--- config.mk ---
export PLATFORM = sky130hd
export DESIGN_NAME = wb_regfile
export DESIGN_NICKNAME = d
export VERILOG_FILES = /design/src/rtl/wb_regfile.sv
export SDC_FILE = /design/constraint.sdc
export NUM_CORES = 1
export LEC_CHECK = 0
export ABC_AREA = 1
export BUFFER_PORTS_ARGS = -buffer_cell sky130_fd_sc_hd__buf_2
export CELL_PAD_IN_SITES_DETAIL_PLACEMENT = 0
export CELL_PAD_IN_SITES_GLOBAL_PLACEMENT = 1
export CORE_ASPECT_RATIO = 2
export CORE_MARGIN = 5
export CORE_UTILIZATION = 40
export DETAILED_ROUTE_END_ITERATION = 6
export GPL_TIMING_DRIVEN = 0
export MAX_ROUTING_LAYER = met4
export PLACE_DENSITY_LB_ADDON = 0.1
export SLEW_MARGIN = 20
export SYNTH_ARGS = -nofsm -noshare
export SYNTH_HDL_FRONTEND = slang
export SYNTH_SLANG_ARGS = --single-unit
--- constraint.sdc ---
create_clock -name clk -period 1.7 [get_ports clk]
set_input_delay 0.255 -clock clk [delete_from_list [all_inputs] [get_ports clk]]
set_output_delay 0.255 -clock clk [all_outputs]
set_load 0.1 [all_outputs]
--- src/rtl/wb_regfile.sv ---
// Writeback-stage register file: 16 x 16-bit, two combinational read ports with
// write-through bypass, WB-to-EX forward tap, sticky halt and a saturating commit counter.
module wb_regfile (
  input  logic        clk,
  input  logic        rst,
  input  logic        wb_hlt,
  input  logic        wb_from_mem,
  input  logic        wb_WriteReg,
  input  logic [3:0]  wb_DstReg,
  input  logic [15:0] wb_MemData,
  input  logic [15:0] wb_DstData,
  input  logic [3:0]  SrcReg1,
  input  logic [3:0]  SrcReg2,
  output logic [15:0] SrcData1,
  output logic [15:0] SrcData2,
  output logic        fwd_valid,
  output logic [3:0]  fwd_reg,
  output logic [15:0] fwd_data,
  output logic        halted,
  output logic [15:0] wr_count
);

  typedef enum logic {
    RUN    = 1'b0,
    HALTED = 1'b1
  } state_t;

  state_t      state;
  state_t      state_next;
  logic [15:0] regs [16];
  logic [15:0] wb_val;
  logic        commit;

  // A write commits only when requested, not halting now or already halted,
  // and not aimed at r0; the same qualifier gates bypass, forward and count.
  assign wb_val = wb_from_mem ? wb_MemData : wb_DstData;
  assign commit = wb_WriteReg & ~wb_hlt & ~halted & (wb_DstReg != 4'd0);

  assign fwd_valid = commit;
  assign fwd_reg   = wb_DstReg;
  assign fwd_data  = wb_val;
  assign halted    = (state == HALTED);

  always_ff @(posedge clk or negedge rst) begin
    if (!rst) begin
      state <= RUN;
    end else begin
      state <= state_next;
    end
  end

  always_comb begin
    state_next = state;
    case (state)
      RUN:     if (wb_hlt) state_next = HALTED;
      HALTED:  state_next = HALTED;
      default: state_next = RUN;
    endcase
  end

  always_ff @(posedge clk or negedge rst) begin
    if (!rst) begin
      for (int i = 0; i < 16; i++) begin
        regs[i] <= 16'd0;
      end
    end else if (commit) begin
      regs[wb_DstReg] <= wb_val;
    end
  end

  always_ff @(posedge clk or negedge rst) begin
    if (!rst) begin
      wr_count <= 16'd0;
    end else if (commit && (wr_count != 16'hFFFF)) begin
      wr_count <= wr_count + 16'd1;
    end
  end

  // r0 is never written, so an unbypassed read of index 0 is always zero.
  always_comb begin
    SrcData1 = regs[SrcReg1];
    if (commit && (SrcReg1 == wb_DstReg)) SrcData1 = wb_val;
  end

  always_comb begin
    SrcData2 = regs[SrcReg2];
    if (commit && (SrcReg2 == wb_DstReg)) SrcData2 = wb_val;
  end

endmodule

# ---- Word-level counts from Yosys, hierarchy flattened
# Cells that the tools add are included.
dict set report op_classes {
  n_eq_ne 3
  bitwise 8
  n_div 0
  add_sub_neg 1
  magnitude_cmp 4
  n_mul 0
  shift 0
  reduce_logical 5
  n_mux 14
}
# op n
set op_table {}
lappend op_table {{$bwmux 256} 1}
lappend op_table {{$bmux 16 s4} 2}
lappend op_table {{$mux 16} 8}
lappend op_table {{$demux 16 s4} 1}
lappend op_table {{$add 16x1->16 const B} 1}
lappend op_table {{$ne 16x16->1 const B} 1}
lappend op_table {{$ge 5x5->1 const B} 3}
lappend op_table {{$not 4->5} 3}
lappend op_table {{$eq 4x4->1} 2}
lappend op_table {{$lt 5x1->1 const B} 1}
lappend op_table {{$logic_and 1x1->1} 4}
lappend op_table {{$reduce_bool 4->1} 1}
lappend op_table {{$and 1x1->1} 3}
lappend op_table {{$not 1->1} 2}
lappend op_table {{$pmux 1 s2} 1}
lappend op_table {{$mux 1} 1}
dict set report word_totals {
  romBits 0
  word_cells 53
  mem_count 0
  ramBits 0
  output_inout_bits 70
  latch_bits 0
  inputBits 49
  ff_bits 273
}

# ---- Longest topological paths before layout
# Gate-level depths: netlist of the first run.
dict set report depth {
  ltp_word 6
  mapped_depth 11
}

# ---- Worst setup path after synthesis of the first run
# Ideal clock, no wire load.
dict set report synth_timing {
  path_type {flip-flop to output port}
  start {register state (netlist: halted)}
  end {output SrcData1[10]}
  slack_ns -1.420
  arrival_ns 2.865
  path_buffers 2
  path_stages_with_launch 9
  path_cell_list {dfrtp_1 or2_4 nor2_4 nand2_2 inv_2 buf_6 buf_2 nand3_1 nand2_1}
}
dict set report synth_via {
  elab_chain_cells 5
}
# item line_no
set synth_rtl {}
lappend synth_rtl {{start: declaration} 28} ;# state_t state;
lappend synth_rtl {{start signal: assignment} 48} ;# state <= state_next;
lappend synth_rtl {{$not 1->1} 37} ;# assign commit = wb_WriteReg & ~wb_hlt & ~halted & (wb_DstReg != 4'd0);
lappend synth_rtl {{$and 1x1->1 (2 in series)} 37}
lappend synth_rtl {{via fwd_valid} 16} ;# output logic fwd_valid,
lappend synth_rtl {{$logic_and 1x1->1} 82} ;# if (commit && (SrcReg1 == wb_DstReg)) SrcData1 = wb_val;
lappend synth_rtl {{$mux 16} 82}
lappend synth_rtl {{end: declaration} 14} ;# output logic [15:0] SrcData1,
# The timed path passes the listed nets, and every way through them passes these cells.

# ---- Worst setup path in the final report of the first run
dict set report layout_timing {
  start {input SrcReg1[2]}
  end {output SrcData1[6]}
}
dict set report layout_via {
  elab_chain_cells 5
}
# item line_no
set layout_rtl {}
lappend layout_rtl {{start: declaration} 12} ;# input logic [3:0] SrcReg1,
lappend layout_rtl {{$not 4->5 (not written as such)} 81} ;# SrcData1 = regs[SrcReg1];
lappend layout_rtl {{$bmux 16 s4} 81}
lappend layout_rtl {{$mux 16 (not written as such) (2 in series)} 81}
lappend layout_rtl {{$mux 16 (*)} 82}
# Every way passes the cells marked *; elsewhere a longest branch is shown, timed or not. The select of a mux whose other input is x is not followed.

==> results, run 1 <==
- The clock slew at the register clock pins of the worst setup and hold paths is 0.07 ns.
- The total of flip-flops plus latches after synthesis is 273.
- After synthesis, the most frequently instantiated cells are 974 x sky130_fd_sc_hd__nand2_1, 493 x sky130_fd_sc_hd__nand3_1, 286 x sky130_fd_sc_hd__inv_1.
- The worst reg2reg path startpoint is halted$_DFF_PN0_.
- The most used flip-flop cell after synthesis is sky130_fd_sc_hd__dfrtp_1.
- At the worst endpoint, the arrival time is 2.53 ns.
- Summed over all instances, the cell type with the most area after synthesis is sky130_fd_sc_hd__dfrtp_1.
- The number of antenna violations at the first check in global routing is 7.
- The hold buffer count at CTS is 1.
- The share of the Yosys chip area taken by registers is 41.1%.
- Row generation in the floorplan step produced 105 rows.
- The number of design-rule violations left by the first detailed-router iteration is 2194.
- The via count normalized by instance count is 5.90.
- The initial utilization of the core area, before any placement, comes to 40.4%.
- Counting along the longest clock path gives a buffer depth of 3.
- Setup repair after global routing could not meet its margin everywhere.
- Traced cell by cell, the critical path runs through buf_2 -> buf_1 -> nand3_1 -> nand3_1 -> nand2_1 -> nand2_2 -> nand2_8 -> buf_12.
- The routed layout has 19.6k vias.
- After synthesis, the share of flip-flops with an asynchronous set or reset is 100%.
- The sum of overflow across all layers after global routing is 0.
- The delay contributed by the slowest stage of the critical path is 0.69 ns.
- The path class of the lowest-slack min-delay path is in -> async.
- The maximum net fanout on the critical path is 10.
- The combinational fraction of design power is 24.6%.
- Static timing analysis puts the maximum clock frequency at 359 MHz.
- Dividing the final minimum period by the clock period gives 164%.
- The leakage component of the power is 11.2 nW.
- Counting flops with a built-in enable in the synthesized netlist gives 0.
- The net switching power of the design is 0.00642 W.
- The ratio of cells with drive above 1 in the final layout is 20.6%.
- The root buffer cell chosen for the clock tree is sky130_fd_sc_hd__clkbuf_16.
- Clock latency on the worst-skew pair, taken at its later pin, is 0.60 ns.
- The distinct cell type count of the synthesized netlist is 25.
- The kind of critical path is in -> out.
- The total clock sinks is 273.
- In the post-route analysis, the smallest setup slack over all paths is -1.08 ns.
- The count of buffering cells on the critical path with inverters included is 3.
- The power per cell area is 782 nW/um2.
- The H-tree depth is 1.
- The clock buffer count from CTS is 28.
- After layout, the minimum clock period comes to 2.78 ns.
- The number of port buffers is 109.
- The fraction of power consumed by the clock network is 38.7%.
- The HPWL after detailed placement is 70100 um.
- By area the synthesized netlist is led by sky130_fd_sc_hd__dfrtp_1 41%, sky130_fd_sc_hd__nand2_1 22%, sky130_fd_sc_hd__nand3_1 15%.
- The total design power is 0.0180 W.
- The area share of the leading cell type in the synthesized netlist is 41.1%.
- After detailed routing, the average wire length per cell comes to 30.1 um.
- The chip height is 298 um.
- The final reports fail on hold timing, setup timing.
- The share of total power in sequential cells is 36.7%.
- In this run the horizontal extent of the chip is 154 um.
- The worst slack on hold paths is -0.338 ns.
- The internal cell power is 0.0116 W.
- The largest clock skew in the final design is 0.0260 ns.
- Pin placement for this block handled 119 I/O pins.
- On the critical path, the stage with the largest delay is an instance of sky130_fd_sc_hd__buf_1.
- Of the total power, the share spent switching nets is 35.6%.
- The die covers 45900 um2.
- The mean area per synthesized cell is 6.55 um2.
- The TritonCTS clock tree is done.
- The length of the first detailed-routing pass in iterations is 6.
- Entering global routing, the biggest net connects 102 pins.
- Synthesis produced a netlist whose cell count is 2537.
- The kind of cell with the highest combined delay along the critical path is simple AND/OR/NAND/NOR gates.
- In the final timing run, aggregate negative setup slack is -95.26 ns.
- The nature of the critical path startpoint is an input pin.
- Among all cell types in the netlist, the one instantiated most often is sky130_fd_sc_hd__nand2_1.
- The Yosys step of the flow raised 0 warnings.
- The worst-case reg-to-reg path depth is 11.
- The required arrival time at the worst endpoint is 1.44 ns.
- The worst pin sits at a relative slew slack of 22.9%.
- In this run the critical register-to-register path is captured at regs[206]$_DFFE_PN0P_.
- The congestion estimate from routability-driven global placement came to 1.08.
- The worst-case register-to-register setup slack is -0.38 ns.
- The worst setup path is captured at an output pin.
- The worst-margin pin slew is 1.16 ns.
- The total global-route track usage is 43.4%.
- The number of nets in the synthesized netlist is 2587.
- The flow ran to the end, but the final reports show violations.
- The tool flagged a number of max-cap violations equal to 0.
- Summing every instance area after synthesis gives 16600 um2.
- The max-slew violation total from the final report is 0.
- The count of antenna-violating nets left after detailed routing is 0.
- The total of endpoints with negative setup slack in the final report is 294.
- The start point of the critical path is SrcReg1[2].
- The first global-routing pass estimated 138000 um of wire.
- The number of endpoints with negative hold slack in the final report is 79.
- After detailed routing, the total wire length is 99900 um.
- For this run, design rule violations remaining after detail routing come to 0.
- The net count of the finished layout is 2805.
- In this design, the critical path's most frequently occurring cell is sky130_fd_sc_hd__nand3_1.
- The peak ir drop on the vdd network is 960 uV.
- The area growth from synthesis to layout is 38.8%.
- The via count of the first global-routing pass is 19.0k.
- The core region is 41100 um2.
## stage by stage
step / std cells / util [%] / worst slack [ns] / area (um2) / hold WS (ns)
after floorplan: 2537 / - / -0.376 / 17700 / -0.0406
after global placement: 3181 / 46.1 / -5.79 / 19000 / 0.439
after detailed placement: 3183 / 46.3 / -1.81 / 19000 / 0.303
after CTS: 3303 / 55.4 / -0.964 / 22800 / -0.310
after global routing: 3317 / 56.1 / -1.01 / 23100 / -0.285
final: 3318 / 56.1 / -1.08 / 23100 / -0.338
## sequential cells by signal (all words and copies together) (netlist names)
signal	cells
regs	256
halted	1
wr_count	16
## worst max path at each step
stage	end	slack [ns]	cells after the start
finish	SrcData1[6]	-1.08	8
global route	SrcData1[8]	-1.01	10
CTS	SrcData1[10]	-0.96	10
detailed placement	SrcData1[0]	-1.81	10
global placement	wr_count[0]$_DFFE_PN0P_	-5.79	1
floorplan	SrcData2[10]	-0.38	9
## cell usage in the layout, fill, tap and decap left out, drive strengths merged
master         Yosys  routed
buf              132     306
bufinv             0       4
clkbuf            68     110
clkdlybuf4s15      0       5
clkdlybuf4s18      0       1
clkinv             0       6
clkinvlp           0       4
dfrtp            273     273
diode              0       7
dlygate4sd3        0       1
ha                 1       1
inv              296     298
nand2            979     979
nand3            493     493
nand4             10      10
nor2              20      20
nor3               4       4
nor3b              1       1
o21ai            243     243
or2                1       1
xnor2             10      10
xor2               6       6
## metal layers
| layer | vias to the layer above | track usage [%] | wire (um) |
|---|---|---|---|
| li1 | 8417 | - | - |
| met1 | 9224 | 43.8 | 31600 |
| met2 | 1357 | 70.6 | 47300 |
| met3 | 577 | 7.55 | 7970 |
| met4 | 0 | 39.4 | 13000 |
| met5 | - | - | 0 |
## cell families after synthesis
kind of cell | Yosys count | share of synthesized area [%]
AO/OA/AOI/OAI | 243 | 7.32
AND/OR/NAND/NOR | 1508 | 38.4
XOR/XNOR | 16 | 0.844
adder cells (fa/ha/maj) | 1 | 0.0753
buffers and inverters | 496 | 12.2
flip-flops | 273 | 41.1
## area by class of cell
| cell class | instances | area [um2] |
|---|---|---|
| Antenna cell | 7 | 17.5 |
| Buffer | 200 | 1740 |
| Clock buffer | 35 | 788 |
| Clock inverter | 16 | 213 |
| Fill cell | 3838 | 18100 |
| Inverter | 296 | 1120 |
| Multi-Input combinational cell | 1768 | 9210 |
| Sequential cell | 273 | 6860 |
| Tap cell | 535 | 669 |
| Timing Repair Buffer | 188 | 2430 |
## power groups by stage
stage / logic [W] / registers, W / clock network, W
final: 0.00444 / 0.00661 / 0.00697
after global routing: 0.00455 / 0.00661 / 0.00722
after CTS: 0.00428 / 0.00661 / 0.00697
after detailed placement: 0.00383 / 0.00673 / 0
after global placement: 0.00379 / 0.00673 / 0
after floorplan: 0.00242 / 0.00674 / 0
## timing repair
item,4_1_cts,5_1_grt
setup buffers,37,7
hold endpoints to repair,80,79
pin swaps,14,6
endpoints found under the setup margin,294,313
gates resized for setup,501,63
cloned,31,2
(Power assumes the default switching activity.)
==> run 2, diff against run 1 <==
- ABC_AREA: 1 -> not set
- CORE_UTILIZATION: 40 -> 44
- SETUP_SLACK_MARGIN: not set -> 0.3
==> run 2 against run 1 <==
Effect of this change:
- the flow finishes with violations (setup timing)
- total power fell by 7.6%
- flip-flop and latch count stayed put
- clock power rose by 1%
- critical path type is now reg -> out
- critical path depth shrank 1
- utilization rose by 19 points
- cell count decreased by 38%
- wire length down 41%
- hold slack improved by 0.44 ns
- largest cell class unchanged
- final area rose by 6.5%
- via count decreased by 36%
- register-to-register slack lost 0.06 ns
==> results, run 2 <==
- The final critical path time including I/O delays and setup was 2.80 ns (was 2.78 ns).
- The sum of overflow across all layers after global routing came to 0 (unchanged).
- The worst slew margin relative to its limit is 37.8% (was 22.9%).
- The power per cell area was 678 nW/um2 (was 782 nW/um2).
- The number of warning messages in the yosys log is 0 (unchanged).
- The kind of end point of the critical path is an output pin (unchanged).
- The peak ir drop on the vdd network is 864 uV (was 960 uV).
- The growth of design area from synthesis to finish is 68.4% (was 38.8%).
- The gate count after technology mapping is 1249 (was 2537).
- The leakage component of the power is 10.3 nW (was 11.2 nW).
- The H-tree depth came to 1 (unchanged).
- The largest clock skew in the final design is 0.0107 ns (was 0.0260 ns).
- The max-cap violation count is 0 (unchanged).
- The remaining design rule violation count was 0 (unchanged).
- The worst-case reg-to-reg path depth is 11 (unchanged).
- The clock latency on the worst-skew pair is 0.56 ns (was 0.60 ns).
- The root buffer cell is sky130_fd_sc_hd__clkbuf_16 (unchanged).
- The start point of the critical path is halted$_DFF_PN0_ (was SrcReg1[2]).
- The worst reg2reg path startpoint is halted$_DFF_PN0_ (unchanged).
- The number of antenna diodes is 0 (was 7).
- The maximum net fanout on the critical path was 7 (was 10).
- Violated checks: setup timing (was hold timing, setup timing).
- The number of top-level design ports is 119 (unchanged).
- The number of flops mapped to enable cells by yosys is 0 (unchanged).
- The number of cell rows is 94 (was 105).
- The distinct cell type count of the synthesized netlist is 44 (was 25).
- The via count normalized by instance count is 6.07 (was 5.90).
- The nature of the critical path startpoint was a register (was input pin).
- The cell area after synthesis is 14600 um2 (was 16600 um2).
- The clock buffer count from CTS was 27 (was 28).
- The total of endpoints with negative setup slack in the final report is 290 (was 294).
- The worst hold path begins at wb_DstData[11].
- The detail-routed net length per standard cell is 28.6 um (was 30.1 um).
- The post-layout worst setup margin is -1.10 ns (was -1.08 ns).
- The most frequent standard cell in the layout excluding fill and tap cells is sky130_fd_sc_hd__dfrtp_1 (was sky130_fd_sc_hd__nand2_1).
- The achievable clock frequency is 357 MHz (was 359 MHz).
- The most flop-heavy register was regs (unchanged).
- The mean area per synthesized cell is 11.7 um2 (was 6.55 um2).
- Most numerous cell types in the synthesized netlist: 273 x sky130_fd_sc_hd__dfrtp_1, 131 x sky130_fd_sc_hd__nand2_1, 128 x sky130_fd_sc_hd__o21ai_0 (was 974 x sky130_fd_sc_hd__nand2_1, 493 x sky130_fd_sc_hd__nand3_1, 286 x sky130_fd_sc_hd__inv_1).
- The TritonCTS clock tree is done (unchanged).
- The register area share after synthesis is 46.9% (was 41.1%).
- The internal cell power is 0.0120 W (was 0.0116 W).
- The cell with the most instances after synthesis is sky130_fd_sc_hd__dfrtp_1 (was sky130_fd_sc_hd__nand2_1).
- The combinational fraction of design power is 16.9% (was 24.6%).
- The final net count is 1649 (was 2805).
- The via count of the first global-routing pass is 13.4k (was 19.0k).
- The total global-route track usage is 31.2% (was 43.4%).
- The fraction of power consumed by the clock network is 42.5% (was 38.7%).
- The cell area after layout is 24600 um2 (was 23100 um2).
- The placed cell area is 17100 um2 (was 19000 um2).
- The flip-flop count of the largest register, all copies and words added is 256 (unchanged).
- The net count of the mapped netlist is 1299 (was 2587).
- The share of synthesized registers carrying an async set or reset is 100% (unchanged).
- The full die area is 37100 um2 (was 45900 um2).
- The number of buffers on the longest clock path came to 3 (unchanged).
- The starting density of the core is 44.4% (was 40.4%).
- The chip height is 267 um (was 298 um).
- The aggregate routed wire length is 58600 um (was 99900 um).
- The area inside the core boundary is 32800 um2 (was 41100 um2).
- The die span in x is 139 um (was 154 um).
- The clock slew at the register clock pins of the worst setup and hold paths is 0.07 ns (about the same).
- The length of the first detailed-routing pass in iterations came to 5 (was 6).
- The share of the cycle needed by the critical path after routing is 165% (was 164%).
- The number of endpoints with negative hold slack in the final report is 0 (was 79).
- The number of design-rule violations left by the first detailed-router iteration is 948 (was 2194).
- Status: finished with violations (unchanged).
- The placer's final routability congestion estimate is 0.885 (was 1.08).
- The switching share of power is 28.1% (was 35.6%).
- The kind of critical path is reg -> out (was in -> out).
- Main area contributors after synthesis: sky130_fd_sc_hd__dfrtp_1 47%, sky130_fd_sc_hd__mux4_2 15%, sky130_fd_sc_hd__mux4_1 5.2% (was sky130_fd_sc_hd__dfrtp_1 41%, sky130_fd_sc_hd__nand2_1 22%, sky130_fd_sc_hd__nand3_1 15%).
- The worst slack on hold paths was 0.103 ns (was -0.338 ns).
- The total of flip-flops plus latches after synthesis is 273 (unchanged).
- Highest-count cells in the layout ignoring fill and taps: 256 x sky130_fd_sc_hd__dfrtp_1, 107 x sky130_fd_sc_hd__a21oi_2, 103 x sky130_fd_sc_hd__mux4_2 (was 887 x sky130_fd_sc_hd__nand2_1, 449 x sky130_fd_sc_hd__nand3_1, 286 x sky130_fd_sc_hd__inv_1).
- The share of total power in sequential cells is 40.6% (was 36.7%).
- The path class of the lowest-slack min-delay path is in -> reg (was in -> async).
- The worst-margin pin slew is 0.924 ns (was 1.16 ns).
- The max-slew violation total from the final report is 0 (unchanged).
- The final-layout fill cell count was 1999 (was 3838).
- The HPWL after detailed placement was 36100 um (was 70100 um).
- The number of antenna violations at the first check in global routing is 0 (was 7).
- The most used flip-flop cell after synthesis is sky130_fd_sc_hd__dfrtp_1 (unchanged).
- RSZ-0062 raised after global routing: yes (unchanged).
- The total clock sinks is 273 (unchanged).
- The top cell type by total area after synthesis is sky130_fd_sc_hd__dfrtp_1 (unchanged).
- The number of port buffers is 109 (unchanged).
- The arrival time of data at the critical path endpoint is 2.55 ns (was 2.53 ns).
- The first-pass GRT wire length is 84500 um (was 138000 um).
- The net switching power of the design is 0.00468 W (was 0.00642 W).
- The required arrival time at the worst endpoint is 1.44 ns (about the same).
- The total vias in the final route is 12.5k (was 19.6k).
- Along the worst hold path, the cell count comes to 3.
- The ratio of cells with drive above 1 in the final layout is 68.8% (was 20.6%).
- The maximum number of pins on one net before global-route repair was 96 (was 102).
- The count of antenna-violating nets left after detailed routing is 0 (unchanged).
- The area share of the leading cell type in the synthesized netlist is 46.9% (was 41.1%).
run 2: critical path: stages, from the launching register on:
cell and delay [ns]:
sky130_fd_sc_hd__dfrtp_4 0.49, sky130_fd_sc_hd__nor3b_4 0.27, sky130_fd_sc_hd__o41ai_4 0.16, sky130_fd_sc_hd__bufinv_8 0.25
sky130_fd_sc_hd__nand2_8 0.12, sky130_fd_sc_hd__buf_16 0.23, sky130_fd_sc_hd__mux2i_4 0.23, sky130_fd_sc_hd__buf_12 0.21
run 2: cells by family (layout without fill, tap and decap cells):
kind of cell	count (synthesis)	after routing	share of synthesized area, %
AO/OA/AOI/OAI	305	305	12.9
AND/OR/NAND/NOR	308	308	9.46
multiplexers	178	180	24.0
XOR/XNOR	22	22	1.32
flip-flops	273	273	46.9
adder cells (fa/ha/maj)	1	1	0.0858
buffers and inverters	162	531	5.46
run 2: final timing paths:
kind                                            to  slack, ns
max reg2reg                   regs[30]$_DFFE_PN0P_      -0.44
min                          regs[155]$_DFFE_PN0P_       0.10
min reg2reg                  regs[245]$_DFFE_PN0P_       0.48
max in group asynchronous  wr_count[9]$_DFFE_PN0P_       0.06
min in group asynchronous     regs[99]$_DFFE_PN0P_       0.69
max                                    SrcData1[5]      -1.10
run 2: stage by stage:
step	TNS (ns)	power [W]	std cells	setup slack, ns	util [%]
floorplan	-48.36	0.00828	1249	-1.02	-
global placement	-1408.26	0.00881	1790	-5.69	51.8
detailed placement	-126.51	0.00888	1793	-1.22	52.1
CTS	-104.56	0.0164	1999	-1.15	69.7
global route	-127.11	0.0171	2052	-1.14	74.8
finish	-108.63	0.0166	2052	-1.10	74.8
run 2: power by group through the flow:
| stage | clock, W | sequential [W] | combinational [W] |
|---|---|---|---|
| floorplan | 0 | 0.00693 | 0.00135 |
| global placement | 0 | 0.00683 | 0.00198 |
| detailed placement | 0 | 0.00684 | 0.00203 |
| CTS | 0.00714 | 0.00674 | 0.00254 |
| global route | 0.00741 | 0.00677 | 0.00294 |
| finish | 0.00707 | 0.00676 | 0.00281 |
run 2: layout make-up:
cell class	count	area, um2	area share (%)
Multi-Input combinational cell	816	9870	40.2
Sequential cell	273	6890	28.0
Timing Repair Buffer	319	4210	17.1
Buffer	143	1870	7.61
Clock buffer	32	744	3.03
Tap cell	432	541	2.20
Clock inverter	18	294	1.20
Inverter	19	145	0.591
run 2: layer usage:
layer  GRT usage, %  routed length [um]
met1           31.3               18600
met2           57.8               33100
met3           3.00                2290
met4           19.7                4720
met5              -                   0
run 2: repair_timing:
action	CTS	global route
gates cloned	39	6
hold buffers	6	1
gates resized for setup	840	329
pin swaps	94	74
endpoints found under the setup margin	322	499
setup buffers	111	47
endpoints found under the hold margin	97	96
==> run 3, diff against run 2 <==
- CORE_UTILIZATION: 44 -> 46
- CTS_BUF_LIST: not set -> sky130_fd_sc_hd__clkbuf_4 sky130_fd_sc_hd__clkbuf_8
- SKIP_CTS_REPAIR_TIMING: not set -> 1
==> run 3 against run 2 <==
Effect of this change:
- setup slack worse by 0.086 ns
- utilization down 6.6 points
- critical path type unchanged
- clock skew rose by 0.012 ns
- non-clock buffer count is 107 lower
- combinational power shrank 19%
- first-iteration DRC count down 19%
- critical path depth is the same
- fmax fell by 3.0%
- register-to-register slack got worse by 0.08 ns
- the flow finishes with violations (hold timing, setup timing)
- sequential share of layout area increased by 4.1 points
- total power decreased by 8.6%
==> results, run 3 (synthesis results as in run 2) <==
- Violated checks: hold timing, setup timing (was setup timing).
- The total global-route track usage was 27.1% (was 31.2%).
- The fraction of power consumed by the clock network was 40.8% (was 42.5%).
- The number of port buffers is 109 (unchanged).
- The family with the most delay on the worst path is buffers and inverters (unchanged).
- The starting density of the core is 46.4% (was 44.4%).
- The net switching power of the design is 0.00436 W (was 0.00468 W).
- The placed cell count is 1784 (was 1793).
- The number of endpoints with negative hold slack in the final report is 148 (was 0).
- The most common cell type on the critical path is sky130_fd_sc_hd__buf_12.
- The first-pass GRT wire length came to 70200 um (was 84500 um).
- The most flop-heavy register is regs (unchanged).
- The TritonCTS clock tree is done (unchanged).
- The worst-case reg-to-reg path depth is 12 (was 11).
- The post-layout worst setup margin is -1.19 ns (was -1.10 ns).
- The number of buffers on the longest clock path is 3 (unchanged).
- The maximum net fanout on the critical path is 10 (was 7).
- The via count normalized by instance count was 5.96 (was 6.07).
- The leakage component of the power is 9.07 nW (was 10.3 nW).
- The share of the cycle needed by the critical path after routing is 170% (was 165%).
- The die span in x is 136 um (was 139 um).
- The length of the first detailed-routing pass in iterations is 5 (unchanged).
- The achievable clock frequency came to 346 MHz (was 357 MHz).
- The H-tree depth is 2 (was 1).
- The clock buffer count from CTS is 42 (was 27).
- The count of antenna-violating nets left after detailed routing came to 0 (unchanged).
- The HPWL after detailed placement is 34900 um (was 36100 um).
- The worst-margin pin slew is 0.936 ns (was 0.924 ns).
- Worst-path cell chain: nor3b_4 -> o41ai_4 -> bufinv_8 -> nand2_8 -> buf_12 -> mux2i_4 -> buf_12 (was nor3b_4 -> o41ai_4 -> bufinv_8 -> nand2_8 -> buf_16 -> mux2i_4 -> buf_12).
- Highest-count cells in the layout ignoring fill and taps: 256 x sky130_fd_sc_hd__dfrtp_1, 104 x sky130_fd_sc_hd__mux4_2, 89 x sky130_fd_sc_hd__buf_2 (was 256 x sky130_fd_sc_hd__dfrtp_1, 107 x sky130_fd_sc_hd__a21oi_2, 103 x sky130_fd_sc_hd__mux4_2).
- The kind of end point of the critical path is an output pin (unchanged).
- The total of endpoints with negative setup slack in the final report is 310 (was 290).
- The count of buffering cells on the critical path with inverters included was 3 (unchanged).
- The internal cell power is 0.0108 W (was 0.0120 W).
- The start point of the critical path was halted$_DFF_PN0_ (unchanged).
- The final-layout fill cell count was 2239 (was 1999).
- The required arrival time at the worst endpoint is 1.44 ns (about the same).
- The worst slew margin relative to its limit is 37.4% (was 37.8%).
- The depth of the critical timing path with buffers and inverters included is 7 (unchanged).
- The final critical path time including I/O delays and setup is 2.89 ns (was 2.80 ns).
- The max-cap violation count is 0 (unchanged).
- The end of the worst register-to-register path is regs[27]$_DFFE_PN0P_ (was regs[30]$_DFFE_PN0P_).
- The maximum number of pins on one net before global-route repair came to 88 (was 96).
- RSZ-0062 raised after global routing: yes (unchanged).
- The via count of the first global-routing pass is 11.8k (was 13.4k).
- The combinational fraction of design power is 14.9% (was 16.9%).
- The clock slew at the register clock pins of the worst setup and hold paths was 0.07 ns (about the same).
- The most frequent standard cell in the layout excluding fill and tap cells is sky130_fd_sc_hd__dfrtp_1 (unchanged).
- The arrival time of data at the critical path endpoint was 2.63 ns (was 2.55 ns).
- The ratio of cells with drive above 1 in the final layout is 59.0% (was 68.8%).
- The largest clock skew in the final design was 0.0228 ns (was 0.0107 ns).
- The max-slew violation total from the final report was 0 (unchanged).
- The aggregate routed wire length is 50400 um (was 58600 um).
- The placer's final routability congestion estimate came to 0.893 (was 0.885).
- The clock latency on the worst-skew pair is 0.58 ns (was 0.56 ns).
- The flip-flop count of the largest register, all copies and words added is 256 (unchanged).
- The sum of overflow across all layers after global routing is 0 (unchanged).
- The cell with the largest stage delay on the worst path is sky130_fd_sc_hd__dfrtp_4 (unchanged).
- The detail-routed net length per standard cell is 25.7 um (was 28.6 um).
- The path class of the lowest-slack min-delay path was in -> async (was in -> reg).
- The number of cell rows came to 92 (was 94).
- Status: finished with violations (unchanged).
- The setup TNS after final layout came to -131.24 ns (was -108.63 ns).
- The capturing instance or port of the critical path is SrcData2[7] (was SrcData1[5]).
- The switching share of power was 28.7% (was 28.1%).
- The area inside the core boundary is 31400 um2 (was 32800 um2).
- The growth of design area from synthesis to finish is 47.1% (was 68.4%).
- The worst reg2reg path startpoint is halted$_DFF_PN0_ (unchanged).
- The number of top-level design ports is 119 (unchanged).
- The remaining design rule violation count is 0 (unchanged).
- The number of antenna diodes was 0 (unchanged).
- The root buffer cell is sky130_fd_sc_hd__clkbuf_8 (was sky130_fd_sc_hd__clkbuf_16).
- The worst-case register-to-register setup slack is -0.52 ns (was -0.44 ns).
- The power per cell area was 709 nW/um2 (was 678 nW/um2).
- The kind of critical path is reg -> out (unchanged).
- The peak ir drop on the vdd network is 567 uV (was 864 uV).
- The chip height is 262 um (was 267 um).
- The final net count is 1555 (was 1649).
- The share of total power in sequential cells was 44.3% (was 40.6%).
- The number of antenna violations at the first check in global routing came to 0 (unchanged).
- The number of design-rule violations left by the first detailed-router iteration is 769 (was 948).
- The delay contributed by the slowest stage of the critical path is 0.49 ns (about the same).
- The total vias in the final route is 11.7k (was 12.5k).
- The worst slack on hold paths is -0.444 ns (was 0.103 ns).
- The total clock sinks is 273 (unchanged).
- The nature of the critical path startpoint is a register (unchanged).
- The number of standard cells in the final layout excluding fillers is 1959 (was 2052).
- The full die area is 35600 um2 (was 37100 um2).
[run 3: cell types whose count changed in the layout (fill, tap and decap cells not counted), moves of 18 or more]
cell,previous run,this run
sky130_fd_sc_hd__buf_4,98,46
sky130_fd_sc_hd__clkbuf_8,12,63
sky130_fd_sc_hd__clkbuf_16,65,19
sky130_fd_sc_hd__nor2_4,84,41
sky130_fd_sc_hd__buf_12,100,63
sky130_fd_sc_hd__buf_2,57,89
sky130_fd_sc_hd__nand2_4,46,15
sky130_fd_sc_hd__a21oi_1,2,31
sky130_fd_sc_hd__o21ai_2,74,45
sky130_fd_sc_hd__nand2_1,24,51
sky130_fd_sc_hd__nor2_1,16,43
sky130_fd_sc_hd__a21oi_2,107,81
sky130_fd_sc_hd__o21ai_1,54,73
sky130_fd_sc_hd__buf_16,23,5
[run 3: cell type report]
cell class                 count  area, um2  area share (%)
multi-input combinational    814       9000            42.0
sequential                   273       6890            32.1
timing repair buffer         212       2380            11.1
buffer                       143       1560            7.28
clock buffer                  71        896            4.18
tap                          423        529            2.47
inverter                      19        145           0.677
clock inverter                 4       45.0           0.210
[run 3: stage by stage]
stage / utilization [%] / area (um2) / setup WS, ns / power (W)
2_1_floorplan: - / 15900 / -1.02 / 0.00828
3_3_place_gp: 54.1 / 17000 / -5.59 / 0.00881
3_5_place_dp: 54.4 / 17100 / -1.24 / 0.00886
4_1_cts: 57.4 / 18000 / -1.66 / 0.0151
5_1_grt: 68.2 / 21400 / -1.25 / 0.0157
6_report: 68.2 / 21400 / -1.19 / 0.0152
[run 3: worst min-delay path by stage]
stage	slack [ns]	depth (start not counted)	to
5_1_grt	-0.42	1	regs[243]$_DFFE_PN0P_
6_report	-0.44	1	regs[176]$_DFFE_PN0P_
4_1_cts	-0.46	1	regs[176]$_DFFE_PN0P_
3_5_place_dp	0.17	1	regs[34]$_DFFE_PN0P_
3_3_place_gp	0.45	1	regs[246]$_DFFE_PN0P_
2_1_floorplan	-0.04	0	regs[0]$_DFFE_PN0P_
[run 3: power groups by stage]
| stage | Clock (W) | Sequential, W | Combinational [W] |
|---|---|---|---|
| global placement | 0 | 0.00683 | 0.00198 |
| finish | 0.00620 | 0.00674 | 0.00227 |
| global route | 0.00657 | 0.00675 | 0.00239 |
| detailed placement | 0 | 0.00684 | 0.00202 |
| floorplan | 0 | 0.00693 | 0.00135 |
| CTS | 0.00631 | 0.00672 | 0.00203 |
[run 3: worst reg2reg max path: stages (launching register included)]
cell	delay [ns]
sky130_fd_sc_hd__dfrtp_4	0.49
sky130_fd_sc_hd__nor3b_4	0.29
sky130_fd_sc_hd__buf_4	0.16
sky130_fd_sc_hd__buf_6	0.11
sky130_fd_sc_hd__buf_12	0.10
sky130_fd_sc_hd__buf_6	0.09
sky130_fd_sc_hd__buf_8	0.09
sky130_fd_sc_hd__buf_6	0.09
sky130_fd_sc_hd__nand4b_1	0.18
sky130_fd_sc_hd__buf_6	0.21
sky130_fd_sc_hd__buf_8	0.14
sky130_fd_sc_hd__nand2_1	0.07
sky130_fd_sc_hd__o21ai_1	0.05
[run 3: layer usage]
| layer | routed length [um] | GRT usage (%) | share of wire [%] | vias up |
|---|---|---|---|---|
| met4 | 3860 | 11.4 | 7.6 | 0 |
| li1 | - | - | - | 5141 |
| met3 | 1820 | 2.89 | 3.6 | 183 |
| met1 | 16000 | 27.8 | 32 | 5948 |
| met5 | 0 | - | 0 | - |
| met2 | 28800 | 51.5 | 57 | 410 |
